==> src/rtl/typec_pkg.sv <==
// Shared Type-C link definitions: packet btype codes, request bit indices and
// the transmit scheduler state encoding.
package typec_pkg;

    localparam int NUM_REQ = 7;

    localparam int REQ_ACK   = 0;
    localparam int REQ_NAK   = 1;
    localparam int REQ_STALL = 2;
    localparam int REQ_DLINK = 3;
    localparam int REQ_DTYPE = 4;
    localparam int REQ_DTEMP = 5;
    localparam int REQ_DATA0 = 6;

    localparam logic [3:0] BAG_NONE  = 4'b0000;
    localparam logic [3:0] BAG_ACK   = 4'b0001;
    localparam logic [3:0] BAG_NAK   = 4'b0010;
    localparam logic [3:0] BAG_STALL = 4'b0011;
    localparam logic [3:0] BAG_DLINK = 4'b1000;
    localparam logic [3:0] BAG_DTYPE = 4'b1001;
    localparam logic [3:0] BAG_DTEMP = 4'b1010;
    localparam logic [3:0] BAG_DATA0 = 4'b1101;

    typedef enum logic [2:0] {
        ST_IDLE,
        ST_LOAD,
        ST_SEND,
        ST_DONE,
        ST_RELEASE,
        ST_GAP,
        ST_ABORT
    } txs_state_e;

    function automatic logic [3:0] btype_of(input logic [2:0] idx);
        case (idx)
            3'(REQ_ACK):   return BAG_ACK;
            3'(REQ_NAK):   return BAG_NAK;
            3'(REQ_STALL): return BAG_STALL;
            3'(REQ_DLINK): return BAG_DLINK;
            3'(REQ_DTYPE): return BAG_DTYPE;
            3'(REQ_DTEMP): return BAG_DTEMP;
            3'(REQ_DATA0): return BAG_DATA0;
            default:       return BAG_NONE;
        endcase
    endfunction

endpackage

==> src/rtl/typec_tx_sched_if.sv <==
// Request/grant and typec_tx handshake bundle around the transmit scheduler.
// master = packet sources plus typec_tx; slave = the scheduler itself.
interface typec_tx_sched_if;
    import typec_pkg::*;

    logic [NUM_REQ-1:0] req;
    logic [NUM_REQ-1:0] gnt;
    logic               busy;
    logic               tx_fs;
    logic               tx_fd;
    logic [3:0]         btype;
    logic               err;

    modport master (
        output req, tx_fd,
        input  gnt, busy, tx_fs, btype, err
    );

    modport slave (
        input  req, tx_fd,
        output gnt, busy, tx_fs, btype, err
    );
endinterface

==> src/rtl/rr_arb4.sv <==
// 4-way round-robin arbiter: combinational pick starting at the pointer;
// advance moves the pointer to the slot above the current winner.
module rr_arb4 (
    input  logic       clk,
    input  logic       rst,
    input  logic [3:0] req,
    input  logic       advance,
    output logic [1:0] grant_idx,
    output logic       grant_valid
);
    logic [1:0] ptr;
    logic [1:0] cand;

    // NOTE: every always_comb output gets a default first so no path leaves it unassigned (no latch).
    always_comb begin
        grant_valid = 1'b0;
        grant_idx   = ptr;
        cand        = ptr;
        for (int i = 0; i < 4; i++) begin
            cand = ptr + 2'(i);
            if (!grant_valid && req[cand]) begin
                grant_valid = 1'b1;
                grant_idx   = cand;
            end
        end
    end

    // Slot 0 is the first data source, so reset leaves it with top priority.
    // NOTE: state registers use non-blocking assignments so every flop samples pre-edge values.
    always_ff @(posedge clk or posedge rst) begin
        if (rst) begin
            ptr <= 2'd0;
        end else if (advance && grant_valid) begin
            ptr <= grant_idx + 2'd1;
        end
    end
endmodule

==> src/rtl/typec_tx_sched.sv <==
// Transmit scheduler for typec_tx: arbitrates seven packet sources and runs the tx_fs/tx_fd handshake.
// Define TXS_TIMEOUT_EN to abort a SEND that sees no tx_fd within TIMEOUT cycles.
module typec_tx_sched
    import typec_pkg::*;
#(
    parameter int GAP     = 4,
    parameter int TIMEOUT = 4096
) (
    input  logic            clk,
    input  logic            rst,
    typec_tx_sched_if.slave bus
);
    localparam logic [7:0] GAP_LOAD = (GAP > 0) ? 8'(GAP - 1) : 8'd0;

    if (GAP < 0 || GAP > 255) begin : g_bad_gap
        $error("typec_tx_sched: GAP must be 0..255");
    end
    if (TIMEOUT < 2) begin : g_bad_timeout
        $error("typec_tx_sched: TIMEOUT must be at least 2");
    end

    txs_state_e state, state_nxt;
    logic [2:0] idx;
    logic [3:0] btype_q;
    logic [7:0] gap_cnt;
    logic [1:0] rr_idx;
    logic       rr_valid;
    logic       rr_advance;
    logic       win_valid;
    logic [2:0] win_idx;
    logic       fs_timeout;

    rr_arb4 u_rr (
        .clk         (clk),
        .rst         (rst),
        .req         (bus.req[REQ_DATA0:REQ_DLINK]),
        .advance     (rr_advance),
        .grant_idx   (rr_idx),
        .grant_valid (rr_valid)
    );

    // Handshake class is fixed priority and always beats the round-robin data class.
    always_comb begin
        win_valid  = 1'b1;
        win_idx    = 3'(REQ_ACK);
        rr_advance = 1'b0;
        if (bus.req[REQ_ACK]) begin
            win_idx = 3'(REQ_ACK);
        end else if (bus.req[REQ_NAK]) begin
            win_idx = 3'(REQ_NAK);
        end else if (bus.req[REQ_STALL]) begin
            win_idx = 3'(REQ_STALL);
        end else if (rr_valid) begin
            win_idx    = 3'(REQ_DLINK) + {1'b0, rr_idx};
            rr_advance = (state == ST_IDLE);
        end else begin
            win_valid = 1'b0;
        end
    end

`ifdef TXS_TIMEOUT_EN
    localparam int TW = $clog2(TIMEOUT);
    logic [TW-1:0] to_cnt;

    always_ff @(posedge clk or posedge rst) begin
        if (rst) begin
            to_cnt <= '0;
        end else if (state == ST_SEND) begin
            to_cnt <= to_cnt + TW'(1);
        end else begin
            to_cnt <= '0;
        end
    end

    assign fs_timeout = (state == ST_SEND) && (to_cnt == TW'(TIMEOUT - 1));
    assign bus.err    = (state == ST_ABORT);
`else
    assign fs_timeout = 1'b0;
    assign bus.err    = 1'b0;
`endif

    // Asynchronous reset drops tx_fs the moment rst rises, abandoning any packet in flight.
    always_ff @(posedge clk or posedge rst) begin
        if (rst) begin
            state <= ST_IDLE;
        end else begin
            state <= state_nxt;
        end
    end

    always_comb begin
        state_nxt = state;
        bus.busy  = (state != ST_IDLE);
        bus.tx_fs = 1'b0;
        bus.gnt   = '0;
        bus.btype = btype_q;
        case (state)
            ST_IDLE:    if (win_valid) state_nxt = ST_LOAD;
            ST_LOAD:    state_nxt = ST_SEND;
            ST_SEND: begin
                bus.tx_fs = 1'b1;
                if (bus.tx_fd) begin
                    state_nxt = ST_DONE;
                end else if (fs_timeout) begin
                    state_nxt = ST_ABORT;
                end
            end
            ST_DONE: begin
                bus.gnt   = NUM_REQ'(1) << idx;
                state_nxt = ST_RELEASE;
            end
            ST_ABORT:   state_nxt = ST_RELEASE;
            ST_RELEASE: if (!bus.tx_fd) state_nxt = (GAP == 0) ? ST_IDLE : ST_GAP;
            ST_GAP:     if (gap_cnt == 8'd0) state_nxt = ST_IDLE;
            default:    state_nxt = ST_IDLE;
        endcase
    end

    // The winner is latched in IDLE so a request dropping mid-packet cannot cancel it.
    always_ff @(posedge clk or posedge rst) begin
        if (rst) begin
            idx     <= '0;
            btype_q <= BAG_NONE;
            gap_cnt <= '0;
        end else begin
            if (state == ST_IDLE && win_valid) begin
                idx     <= win_idx;
                btype_q <= btype_of(win_idx);
            end
            if (state == ST_RELEASE) begin
                gap_cnt <= GAP_LOAD;
            end else if (state == ST_GAP && gap_cnt != 8'd0) begin
                gap_cnt <= gap_cnt - 8'd1;
            end
        end
    end
endmodule

==> src/flat_wrapper.sv <==
// flat-port wrapper written by rule: the top's interface ports become plain ports
module typec_tx_sched_flat import typec_pkg::*;
#(
    parameter int GAP     = 4,
    parameter int TIMEOUT = 4096
)
  (clk, rst, bus_req, bus_tx_fd, bus_gnt, bus_busy, bus_tx_fs, bus_btype, bus_err);
  typec_tx_sched_if bus_i ();
  input  logic clk;
  input  logic rst;
  input wire logic [$bits(bus_i.req)-1:0] bus_req;
  input wire logic [$bits(bus_i.tx_fd)-1:0] bus_tx_fd;
  output wire logic [$bits(bus_i.gnt)-1:0] bus_gnt;
  output wire logic [$bits(bus_i.busy)-1:0] bus_busy;
  output wire logic [$bits(bus_i.tx_fs)-1:0] bus_tx_fs;
  output wire logic [$bits(bus_i.btype)-1:0] bus_btype;
  output wire logic [$bits(bus_i.err)-1:0] bus_err;
  assign bus_i.req = bus_req;
  assign bus_i.tx_fd = bus_tx_fd;
  assign bus_gnt = bus_i.gnt;
  assign bus_busy = bus_i.busy;
  assign bus_tx_fs = bus_i.tx_fs;
  assign bus_btype = bus_i.btype;
  assign bus_err = bus_i.err;
  typec_tx_sched #(.GAP(GAP), .TIMEOUT(TIMEOUT)) u_core (.clk(clk), .rst(rst), .bus(bus_i));
endmodule
==> config.mk <==
export PLATFORM = sky130hd
export DESIGN_NAME = typec_tx_sched_flat
export DESIGN_NICKNAME = d
export VERILOG_FILES = /design/src/rtl/typec_pkg.sv /design/src/rtl/typec_tx_sched_if.sv /design/src/rtl/rr_arb4.sv /design/src/rtl/typec_tx_sched.sv /design/src/flat_wrapper.sv
export SDC_FILE = /design/constraint.sdc
export NUM_CORES = 1
export LEC_CHECK = 0
export ABC_AREA = 1
export ABC_CLOCK_PERIOD_IN_PS = 5200
export BUFFER_PORTS_ARGS = -buffer_cell sky130_fd_sc_hd__buf_4
export CORE_UTILIZATION = 45
export DETAILED_ROUTE_END_ITERATION = 7
export PLACE_DENSITY_LB_ADDON = 0.3
export SYNTH_ARGS = -nofsm -noshare
export SYNTH_HDL_FRONTEND = slang
export SYNTH_SLANG_ARGS = --single-unit
==> constraint.sdc <==
create_clock -name clk -period 5.2 [get_ports clk]
set_clock_uncertainty 0.05 [all_clocks]
set_input_delay 1.3 -clock clk [delete_from_list [all_inputs] [get_ports clk]]
set_output_delay 1.3 -clock clk [all_outputs]
set_load 0.005 [all_outputs]
# Yosys cells after proc, flatten, opt, wreduce, memory -nomap -nowiden
# Cells that the tools add are included.
# classes
mux,37
shifts,1
magnitude_cmp,4
n_eq_ne,16
n_reduce_logical,17
add_sub_neg,6
# op_table
cell,count
one-hot mux 4 bit (7 select lines),1
2-to-1 mux 3 bit,8
== test 3 bit (second input constant),6
one-hot mux 3 bit (6 select lines),1
2-to-1 mux 1 bit,17
2-to-1 mux 8 bit,2
== test 3 x 2 -> 1 bit (second input constant),4
< comparator 2 x 3 -> 1 bit (second input constant),4
binary-select mux 1 bit (select 2 bit),4
zero test 8 bit,1
nonzero test 8 bit,1
subtractor 8 x 1 -> 8 bit (second input constant),1
2-to-1 mux 7 bit,1
<< shifter 1 x 3 -> 7 bit (first input constant),1
== test 3 x 1 -> 1 bit (second input constant),2
logical AND 1 bit,6
zero test 3 bit,2
2-to-1 mux 2 bit,3
adder 2 x 1 -> 2 bit (second input constant),2
adder 2 bit (second input constant),2
inequality test 2 x 1 -> 1 bit (second input constant),2
inequality test 2 bit (second input constant),2
AND reduction 4 bit,1
adder 2 x 2 -> 3 bit (first input constant),1
4 further kinds,6
# word_totals
out_inout_bits,14
wordCells,86
inputBits,10
reg_bits,20

# Logic depth before layout (Yosys ltp)
# depth
word_depth,19
mapped_depth,23

# By module
# A second synthesis with hierarchy kept.
# hier_totals
cells_unflattened,258
hier_area_um2,1684.1
# by_module_without_submodules
module,n_inst,area_per_inst_um2,cells_per_inst
typec_tx_sched,1,1192.4,172
rr_arb4,1,491.7,86

# Worst setup path before layout
# No wires, ideal clock.
# synth_path
path_kind,input to register
start,input bus_req[6]
end,register u_core.btype_q[3] (netlist: u_core.bus.btype[3])
arrival_time_ns,2.923
cell_stages,18
slack_ns,2.110
path_buffers,0
path_cell_list,nand2_1 -> nand2_1 -> nand2_1 -> nand2_2 -> o31ai_1 -> xor2_1 -> a21oi_1 -> ha_1 -> inv_1 -> nand2_1 -> nand2_1 -> nand2_1 -> nand3_1 -> nor2_1 -> nor2_1 -> nand2_1 -> nand2_1 -> nand2_1
# synth_via
elab_chain_len,19
# synth_rtl
element,line_no,text
"start, declared",flat_wrapper.sv:11,input wire logic [$bits(bus_i.req)-1:0] bus_req;
binary-select mux 1 bit (select 2 bit),rr_arb4.sv:21,if (!grant_valid && req[cand]) begin
2-to-1 mux 1 bit (implied by the code),rr_arb4.sv:21,
2-to-1 mux 1 bit,rr_arb4.sv:21,
zero test 1 bit,rr_arb4.sv:21,
logical AND 1 bit,rr_arb4.sv:21,
2-to-1 mux 1 bit,rr_arb4.sv:21,
zero test 1 bit,rr_arb4.sv:21,
logical AND 1 bit,rr_arb4.sv:21,
[... 3 more ...],--,
2-to-1 mux 2 bit,rr_arb4.sv:21,
adder 2 x 2 -> 3 bit,typec_tx_sched.sv:54,"win_idx = 3'(REQ_DLINK) + {1'b0, rr_idx};"
2-to-1 mux 3 bit,typec_tx_sched.sv:53,end else if (rr_valid) begin
2-to-1 mux 3 bit,typec_tx_sched.sv:51,end else if (bus.req[REQ_STALL]) begin
2-to-1 mux 3 bit,typec_tx_sched.sv:49,end else if (bus.req[REQ_NAK]) begin
2-to-1 mux 3 bit,typec_tx_sched.sv:47,if (bus.req[REQ_ACK]) begin
"== test 3 bit, or another cell as far along",typec_pkg.sv:35,case (idx)
one-hot mux 4 bit (7 select lines),typec_pkg.sv:35,
"end signal, assigned",typec_tx_sched.sv:128,btype_q <= btype_of(win_idx);
"end, declared",typec_tx_sched.sv:24,logic [3:0] btype_q;
# Several ways; a longest one is shown, not always the timed one. The select of a mux whose other input is x is not followed.
# A chain may end at the register's enable or synchronous reset.

# Worst setup path in the final report
# Same ends and word-level chain as after synthesis.

==> impl_metrics.json <==
{
  "ios": 24,
  "hold_viol": 0,
  "layout-drive-gt1-share": 0.1934,
  "syn_area_um2": 1473,
  "drt_wl_total_um": 2910,
  "r2r-start": "u_core.u_rr.ptr[0]",
  "stdcell_count": 287,
  "die_h_um": 59.21,
  "syn_inst": 222,
  "cts_resized": 0,
  "yosysUniqueCellTypes": 28,
  "cap_violations": 0,
  "cts_tree": "yes",
  "p_per_area_nw_per_um2": 584.4,
  "postCtsSetupRepairBufs": 0,
  "cts-buffers-inserted": 3,
  "drtPass1Iterations": 4,
  "gr-total-overflow": 0,
  "clock_latency_ns": 0.31,
  "leakagePower_nw": 0.9107,
  "finish.net_count": 257,
  "setup_violations": 0,
  "critPathMaxFanout": 4,
  "fp.coreArea_um2": 3078,
  "clock_sinks": 20,
  "place_hpwl_um": 2231,
  "yosysWarningCount": 0,
  "final_cell_mix": "66 x nand2_1, 31 x inv_1, 22 x nor2_1, 22 x buf_4, 20 x dfrtp_1",
  "seq_area_frac_synth": 0.3398,
  "fin_crit_ns": 3.049,
  "reg2reg_to": "u_core.bus.btype[3]",
  "synth_edf_count": 0,
  "worst_pin_slew_ns": 0.7459,
  "grt_max_degree": 21,
  "antenna_found_initial": 0,
  "grt_pass1_vias": 1232,
  "grt_pass1_wl_um": 5002,
  "regToRegSetupSlack_ns": 2.45,
  "htreeDepth": 1,
  "areaGrowthSynthToFinish_pct": 15.97,
  "drt_iter0_drc": 37,
  "dpl_cell_area_um2": 1655,
  "final_area_um2": 1708,
  "synth_async_sr_flop_share": 1.000,
  "cts_root_buf": "clkbuf_4",
  "worstPathRequired_ns": 5.37,
  "min-delay-path-class": "flop to flop",
  "hold_slack_ns": 0.4340,
  "start_util": 0.4785,
  "slew_violations": 0,
  "num_rows": 20,
  "r2r_cells": 18,
  "dieWidth_um": 59.21,
  "tns_ns": 0,
  "cp_data_arrival_time_ns": 3.22,
  "mostFrequentLayoutCell": "nand2_1",
  "holdPathStages": 1,
  "ys_ff_latch": 20,
  "syn_avg_cell_area_um2": 6.634,
  "portBuffers": 22,
  "routedWlPerCell_um": 10.14,
  "grt_usage": 0.1875,
  "endpoint_kind": "flop",
  "dr_total_vias": 1385,
  "fin_util": 0.5549,
  "startpoint_type": "primary input",
  "min_period_over_period": 0.5864,
  "ctsHoldBuffers": 0,
  "drc": 0,
  "clk_pin_slew_ns": 0.12,
  "status": "complete, no violations",
  "peakVddDrop_v": 0.0003022,
  "fillCellCount": 308,
  "whs_endpoint": "u_core.gap_cnt[5]",
  "ant_nets": 0,
  "rsz0062_at_grt": "false",
  "slew_headroom": 0.5022,
  "dieArea_um2": 3505,
  "hold_start": "u_core.gap_cnt[5]",
  "max_freq_mhz": 328.0,
  "cts_max_path_buffers": 2,
  "synth-main-ff-cell": "dfrtp_1",
  "place.gp.congestion": 0.8556,
  "antenna_cells": 0,
  "crit_type": "primary input to flop",
  "viasPerCell": 4.826,
  "dp.cells": 283,
  "syn-num-nets": 235
}
worst max-delay path, cell delays in order:
cell and delay [ns]:
buf_4 0.12, nand2_1 0.09, nand2_1 0.07, nand2_1 0.07, nand2_2 0.07, o31ai_1 0.27, xor2_1 0.17, a21oi_1 0.08
ha_1 0.31, inv_1 0.06, nand2_1 0.05, nand2_1 0.07, nand2_1 0.10, nand3_1 0.11, nor2_1 0.04, nor2_1 0.08
nand2_1 0.05, nand2_1 0.05, nand2_1 0.04
where the power goes:
group / internal (mW) / leakage [nW] / switching [mW]
clock: 0.0780 / 0.0279 / 0.0513
sequential: 0.219 / 0.255 / 0.0720
combinational: 0.214 / 0.628 / 0.364
total: 0.511 / 0.911 / 0.487
how the worst max path moves through the flow:
stage,start,slack (ns),end
finish,bus_req[6],2.15,u_core.bus.btype[3]
global route,bus_req[4],1.93,u_core.bus.btype[3]
floorplan,bus_req[6],2.11,u_core.bus.btype[3]
global placement,bus_req[6],1.84,u_core.bus.btype[3]
CTS,bus_req[6],2.17,u_core.bus.btype[3]
detailed placement,bus_req[6],1.81,u_core.bus.btype[3]
synth_stat cells (2+ instances only):
cell | count | area [µm²]
o21ai_0 | 15 | 75.07
nor2_4 | 2 | 22.52
dfrtp_1 | 20 | 500.5
nor4_1 | 2 | 12.51
buf_4 | 3 | 22.52
nor2_1 | 22 | 82.58
nand2_1 | 66 | 247.7
nand2_4 | 2 | 22.52
nor3_1 | 7 | 35.03
nand4_1 | 6 | 37.54
inv_2 | 2 | 7.510
nand3_1 | 10 | 50.05
ha_1 | 3 | 37.54
inv_1 | 31 | 116.4
nand2_2 | 13 | 81.33
a21oi_1 | 6 | 30.03
stage by stage:
stage / power, mW / setup slack, ns
after global routing: 1.114 / 1.932
after global placement: 0.8671 / 1.843
final: 0.9981 / 2.151
after detailed placement: 0.8720 / 1.812
after floorplan: 0.7561 / 2.110
after CTS: 1.007 / 2.172
flip-flops by register name (all words and copies together), names as in the netlist:
register          flops
u_core.gap_cnt        8
u_core.u_rr.ptr       2
u_core.bus.btype      4
u_core.idx            3
u_core.state          3
final cells by class:
type                    count  area [µm²]  area share
repair buffers             22       165.2     0.09670
clock inverters             1       30.03     0.01758
flip-flops and latches     20       500.5      0.2930
inverters                  33       123.9     0.07253
well taps                  44       55.05     0.03223
clock buffers               3       22.52     0.01319
multi-input cells         164       810.8      0.4747
layer usage:
layer / routed length (µm) / up-vias / share of wire / global-route usage
met5: 0 / - / 0 / 0
met4: 40 / 0 / 0.014 / 0.06122
met3: 106 / 5 / 0.036 / 0.04367
met2: 1391 / 22 / 0.48 / 0.3130
met1: 1372 / 618 / 0.47 / 0.2380
li1: - / 740 / - / -
cell families (layout without fill, tap and decap cells):
logic type	count (synthesis)	in the layout	synth area share
compound gates	25	25	0.09177
flops	20	20	0.3398
buf+inv	38	59	0.1096
xor+xnor	1	1	0.005948
other cells	1	1	0.002546
fa+ha+maj	3	3	0.02549
simple gates	134	134	0.4248
No activity file was read; power rests on OpenSTA's default activity.
